$ cat src/rtl/fetch_pkg.sv
// Shared definitions for the RV32 fetch stage and the opcode-driven controller.
//   - datapath widths and the default reset PC
//   - fetch FSM state encoding
//   - RV32I major opcode constants (instr[6:0])
package fetch_pkg;

  localparam int unsigned XLEN        = 32;
  localparam int unsigned OPCODE_W    = 7;
  localparam int unsigned INSTR_BYTES = 4;

  localparam logic [XLEN-1:0] RESET_PC_DEFAULT = 32'h0000_0000;

  typedef enum logic [2:0] {
    StIdle,
    StReq,
    StWait,
    StDrain,
    StValid,
    StHalt
  } fetch_state_t;

  // RV32I major opcodes, decoded by the controller from opcode_o.
  localparam logic [OPCODE_W-1:0] OpLoad   = 7'b0000011;
  localparam logic [OPCODE_W-1:0] OpFence  = 7'b0001111;
  localparam logic [OPCODE_W-1:0] OpImm    = 7'b0010011;
  localparam logic [OPCODE_W-1:0] OpAuipc  = 7'b0010111;
  localparam logic [OPCODE_W-1:0] OpStore  = 7'b0100011;
  localparam logic [OPCODE_W-1:0] OpReg    = 7'b0110011;
  localparam logic [OPCODE_W-1:0] OpLui    = 7'b0110111;
  localparam logic [OPCODE_W-1:0] OpBranch = 7'b1100011;
  localparam logic [OPCODE_W-1:0] OpJalr   = 7'b1100111;
  localparam logic [OPCODE_W-1:0] OpJal    = 7'b1101111;
  localparam logic [OPCODE_W-1:0] OpSystem = 7'b1110011;

  // Instruction addresses must be word aligned.
  function automatic logic is_aligned(logic [XLEN-1:0] addr);
    return addr[1:0] == 2'b00;
  endfunction

endpackage

$ cat src/rtl/fetch_next_pc.sv
// Next-PC selection for the fetch stage (purely combinational).
//   pc_i            current PC
//   flush_i         flush request (already qualified by the caller)
//   flush_pc_i      flush target
//   redirect_i      taken branch (already qualified by the consume handshake)
//   redirect_pc_i   branch target
//   next_pc_o       selected PC: flush > redirect > pc+4 (wraps modulo 2^32)
//   misaligned_o    selected PC is not word aligned
module fetch_next_pc
  import fetch_pkg::*;
(
  input  logic [XLEN-1:0] pc_i,
  input  logic            flush_i,
  input  logic [XLEN-1:0] flush_pc_i,
  input  logic            redirect_i,
  input  logic [XLEN-1:0] redirect_pc_i,
  output logic [XLEN-1:0] next_pc_o,
  output logic            misaligned_o
);

  always_comb begin
    next_pc_o = pc_i + XLEN'(INSTR_BYTES);
    if (flush_i) begin
      next_pc_o = flush_pc_i;
    end else if (redirect_i) begin
      next_pc_o = redirect_pc_i;
    end
    misaligned_o = !is_aligned(next_pc_o);
  end

endmodule

$ cat src/rtl/instr_fetch.sv
// Instruction fetch stage of the RV32 single-cycle core.
// Holds the PC, keeps at most one instruction-memory request outstanding, and
// presents the returned word plus its opcode field downstream. Redirects are
// taken only at the consume handshake; flushes restart fetch and drain any
// in-flight response. A misaligned target parks the stage in HALT until reset.
//   clk_i, rst_i          clock, synchronous active-high reset
//   imem_req_o/addr_o     fetch request and byte address
//   imem_ready_i          memory accepts the request this cycle
//   imem_rvalid_i/rdata_i response word
//   instr_valid_o/instr_o/opcode_o/pc_o   instruction to controller/decode
//   instr_ready_i         downstream consumes the instruction
//   redirect_i/pc_i       taken branch for the consumed instruction
//   flush_i/flush_pc_i    discard current fetch, restart at flush_pc_i
//   misaligned_o          sticky misaligned-target error
module instr_fetch
  import fetch_pkg::*;
#(
  parameter logic [XLEN-1:0] RESET_PC = RESET_PC_DEFAULT
) (
  input  logic                clk_i,
  input  logic                rst_i,
  output logic                imem_req_o,
  output logic [XLEN-1:0]     imem_addr_o,
  input  logic                imem_ready_i,
  input  logic                imem_rvalid_i,
  input  logic [XLEN-1:0]     imem_rdata_i,
  output logic                instr_valid_o,
  output logic [XLEN-1:0]     instr_o,
  output logic [OPCODE_W-1:0] opcode_o,
  output logic [XLEN-1:0]     pc_o,
  input  logic                instr_ready_i,
  input  logic                redirect_i,
  input  logic [XLEN-1:0]     redirect_pc_i,
  input  logic                flush_i,
  input  logic [XLEN-1:0]     flush_pc_i,
  output logic                misaligned_o
);

  fetch_state_t    state_q;
  logic [XLEN-1:0] pc_q;
  logic [XLEN-1:0] instr_q;

  logic            flush_act;
  logic            consume;
  logic            take_new_pc;
  logic [XLEN-1:0] next_pc;
  logic            next_misaligned;

  assign flush_act   = flush_i && (state_q != StHalt);
  assign consume     = (state_q == StValid) && instr_ready_i;
  assign take_new_pc = flush_act || consume;

  fetch_next_pc u_next_pc (
    .pc_i          (pc_q),
    .flush_i       (flush_act),
    .flush_pc_i    (flush_pc_i),
    .redirect_i    (consume && redirect_i),
    .redirect_pc_i (redirect_pc_i),
    .next_pc_o     (next_pc),
    .misaligned_o  (next_misaligned)
  );

  always_ff @(posedge clk_i) begin
    if (rst_i) begin
      state_q <= StIdle;
      pc_q    <= RESET_PC;
      instr_q <= '0;
    end else if (take_new_pc && next_misaligned) begin
      // Keep the offending target in pc_q so pc_o reports it while halted.
      state_q <= StHalt;
      pc_q    <= next_pc;
    end else begin
      if (take_new_pc) begin
        pc_q <= next_pc;
      end
      unique case (state_q)
        StIdle: state_q <= StReq;
        StReq: begin
          // An accepted request under flush is still in flight: drain it.
          if (imem_ready_i) begin
            state_q <= flush_i ? StDrain : StWait;
          end
        end
        StWait: begin
          if (flush_i) begin
            state_q <= imem_rvalid_i ? StReq : StDrain;
          end else if (imem_rvalid_i) begin
            instr_q <= imem_rdata_i;
            state_q <= StValid;
          end
        end
        StDrain: begin
          // A response coinciding with a flush is the one being drained, so
          // nothing stays outstanding; only a bare flush keeps waiting.
          if (imem_rvalid_i) begin
            state_q <= StReq;
          end
        end
        StValid: begin
          if (flush_i || instr_ready_i) begin
            state_q <= StReq;
          end
        end
        StHalt: begin
          state_q <= StHalt;
        end
        default: state_q <= StIdle;
      endcase
    end
  end

  // Outputs depend only on registered state.
  assign imem_req_o    = (state_q == StReq);
  assign imem_addr_o   = imem_req_o ? pc_q : '0;
  assign instr_valid_o = (state_q == StValid);
  assign misaligned_o  = (state_q == StHalt);
  assign instr_o       = instr_valid_o ? instr_q : '0;
  assign opcode_o      = instr_o[OPCODE_W-1:0];
  assign pc_o          = (instr_valid_o || misaligned_o) ? pc_q : '0;

endmodule

$ cat config.mk
export PLATFORM = sky130hd
export DESIGN_NAME = instr_fetch
export DESIGN_NICKNAME = d
export VERILOG_FILES = /design/src/rtl/fetch_pkg.sv /design/src/rtl/fetch_next_pc.sv /design/src/rtl/instr_fetch.sv
export SDC_FILE = /design/constraint.sdc
export NUM_CORES = 1
export LEC_CHECK = 0
export ABC_AREA = 1
export CAP_MARGIN = 20
export CELL_PAD_IN_SITES_DETAIL_PLACEMENT = 1
export CELL_PAD_IN_SITES_GLOBAL_PLACEMENT = 1
export CORE_ASPECT_RATIO = 0.75
export CORE_MARGIN = 2
export CORE_UTILIZATION = 25
export DETAILED_ROUTE_END_ITERATION = 6
export PLACE_DENSITY = 0.72
export SYNTH_ARGS = -nofsm -noshare
export SYNTH_HDL_FRONTEND = slang
export SYNTH_HIERARCHICAL = 1
export SYNTH_SLANG_ARGS = --single-unit
$ cat constraint.sdc
create_clock -name clk_i -period 4.5 [get_ports clk_i]
set_input_delay 0.9 -clock clk_i [delete_from_list [all_inputs] [get_ports clk_i]]
set_output_delay 0.9 -clock clk_i [all_outputs]
set_load 0.02 [all_outputs]
==> flow_summary.ini <==
[outcome]
status = completed

[synthesis]
yosysSeqAreaShare_pct = 25.2
syn_area_per_cell_um2 = 6.39
yosysWarningCount = 6
syn-instance-count = 833
synth.most_common_cell = nor2_1
async_reset_ff_share_pct = 0
synth_nets = 937
yosysTopAreaCell = dfxtp_1
synth_flop_cell = dfxtp_1
synth_edf_count = 0
synth_common_cells = 183 x nor2_1, 174 x nand2_1, 100 x inv_1, 67 x dfxtp_1, 57 x a21oi_1
synth_top_area_share_pct = 25.2
ys_seq_elements = 67
ys_types = 36
syn_area_um2 = 5320
synth_area_leaders = dfxtp_1 25%, nor2_1 13%, nand2_1 12%, a21oi_2 7.1%, inv_1 7.1%

[layout]
regArea_um2 = 1340
syn2layout_area_growth_pct = 44.8
fillers = 2681
multiInputGateArea_um2 = 3180
nets = 1115
diodes = 0
drive_gt1_share_pct = 15.9

[floorplan]
fp.dieW_um = 172
die_area_um2 = 22500
num_io_pins = 209
core_um2 = 21000
floorplan.initialDensity_pct = 25.3
dieHeight_um = 130
rows = 46

[drt]
wl_per_cell_um = 15.5
remaining_drc_errors = 0
viasPerCell = 4.43
vias = 5777
ant_nets = 0
dr.pass1.iters = 4
drt-total-wl_mm = 20.2
drtIter0Drc = 192

[setup_path]
path_cells = inv_1 -> nor2_1 -> nand2_1 -> buf_4 -> nor2_1 -> clkdlybuf4s50_1
timing.rr.end = state_q[2]
start_kind = register
worst-r2r-setup-slack_ns = 2.18
cp_num_buf_inv = 3
r2r_cells = 11
cpMostUsedCell = nor2_1
path_delay_family = buffers and inverters
cp.depth = 6
crit_type = register to output pin
cp-end-kind = output pin
required_ns = 3.60
worstSetupStartpoint = state_q[0]
crit_fanout = 19
slowest_delay_ns = 0.61
slowest_stage = clkdlybuf4s50_1
arrival_ns = 2.70
reg2reg_from = state_q[2]

[global_route]
antenna_found_initial = 0
grt_max_degree = 65
grt_pass1_wl_mm = 31.4
grt_usage_pct = 18.0
grt_overflow = 0
grt_pass1_vias = 5852

[placed_design]
dp_hpwl_mm = 15.1
gp_congestion = 0.827
numPortBuffers = 208

[timing]
clock_skew_ns = 0.00598
rsz0062_at_grt = false
timing.fmax_mhz = 278
slew_violations = 0
setup_violations = 0
fin_tns_setup_ns = 0
worst_pin_slew_ns = 0.747
min_period_ns = 3.60
timing.slew.headroom_pct = 50.1
hold_viol = 0
timing.final.crit_share_pct = 79.9

[power]
power.density_nw_per_um2 = 266
comb_power_share_pct = 31.2
swShare_pct = 35.2
p_leak_uw = 0.00277
clkPwrFrac_pct = 34.6
p_int_uw = 1330
p_total_uw = 2050
p_seq_share_pct = 34.2
p_sw_uw = 720
ir_drop_mv = 0.131

[cts]
hold_buffers = 0
clockRootBuffer = clkbuf_16
clk_pin_slew_ns = 0.06
tritoncts = done
postCtsSetupRepairBufs = 0
cts_buffer_depth = 2
clk_latency_ns = 0.34
cts_inserted_buffers = 9
cts_resized = 0
htree_num_levels = 3
clock_sinks = 67

[worst_hold_path]
hp-start = instr_q[26]
worstHoldPathType = register to register
holdPathEnd = instr_q[26]
whs_path_depth = 2

[job]
cap_viol_max_count = 0
==> routing by layer <==
metal	vias up	share of wire (%)	global-route usage [%]
li1	2917	-	-
met1	2716	49	25.1
met2	126	44	28.0
met3	18	5.1	3.76
met4	0	1.8	4.99
met5	-	0	0
==> cells in the final DEF, fill, tap and decap left out, types with 2 or more instances in the layout <==
cell type,synthesis,final
buf_4,8,6
inv_1,100,100
a21oi_1,57,57
nand3_2,3,3
clkbuf_16,0,9
nor2_1,183,183
clkinv_2,0,2
a21oi_2,43,43
nand2_4,3,3
or2_1,2,2
nand2_8,2,2
xnor2_1,4,4
nand2_1,174,174
nand3_1,38,38
dfxtp_1,67,67
o21bai_2,28,28
o21bai_1,7,7
nand2_2,39,39
clkbuf_1,12,3
o21ai_0,5,5
nor2_2,8,8
o21ai_1,2,2
nor2_4,7,7
clkdlybuf4s50_1,0,207
inv_2,6,6
==> logic make-up (layout without fill, tap and decap cells) <==
| kind of cell | Yosys count | count (layout) | synth area share (%) |
|---|---|---|---|
| AOI/OAI and AO/OA | 144 | 144 | 20.3 |
| xor gates and xnor gates | 4 | 4 | 0.658 |
| adders and majority gates | 1 | 1 | 0.235 |
| buffers and inverters | 155 | 337 | 15.1 |
| DFF | 67 | 67 | 25.2 |
| and+or+nand+nor | 462 | 462 | 38.6 |
==> registers in the layout, summed over array words and instances (netlist names) <==
signal	flops
instr_q	32
state_q	3
pc_q	32
==> cell type report <==
type / instances / share of cell area [%]
Clock buffer: 12 / 3.07
Clock inverter: 3 / 0.519
Inverter: 107 / 5.31
Multi-Input combinational cell: 611 / 41.2
Sequential cell: 67 / 17.4
Tap cell: 288 / 4.67
Timing Repair Buffer: 215 / 27.8
==> worst reg2reg max path, cell delays in order, from the launching register on <==
cell     delay (ns)
dfxtp_1        0.56
nand3_2        0.22
nor2_1         0.13
buf_4          0.27
inv_2          0.27
nand2_1        0.12
a21oi_1        0.09
or2_1          0.25
nand2_1        0.09
nand2_1        0.06
nor2_1         0.10
nor2_1         0.05
==> per-stage QoR <==
stage / setup WS, ns / hold WS [ns] / instance area (um^2) / std cells / util [%]
after detailed placement: 1.20 / 0.447 / 7410 / 1287 / 35.3
final: 0.903 / 0.451 / 7710 / 1303 / 36.7
after global routing: 0.647 / 0.468 / 7710 / 1303 / 36.7
after global placement: 1.25 / 0.440 / 7410 / 1287 / 35.3
after floorplan: 1.88 / 0.428 / 5320 / 833 / -
after CTS: 0.816 / 0.455 / 7690 / 1302 / 36.6
==> how the worst max path moves through the flow <==
stage	slack (ns)	to
floorplan	1.88	opcode_o[3]
global placement	1.25	imem_addr_o[2]
detailed placement	1.20	imem_addr_o[8]
CTS	0.82	imem_addr_o[8]
global route	0.65	imem_addr_o[10]
finish	0.90	imem_addr_o[8]
==> power by group through the flow <==
stage | Clock (uW) | Combinational, uW | Sequential (uW)
after floorplan | 0 | 428 | 688
after global placement | 0 | 631 | 711
after detailed placement | 0 | 642 | 712
after CTS | 732 | 645 | 699
after global routing | 760 | 706 | 708
final | 708 | 639 | 700
(Power assumes the default switching activity.)
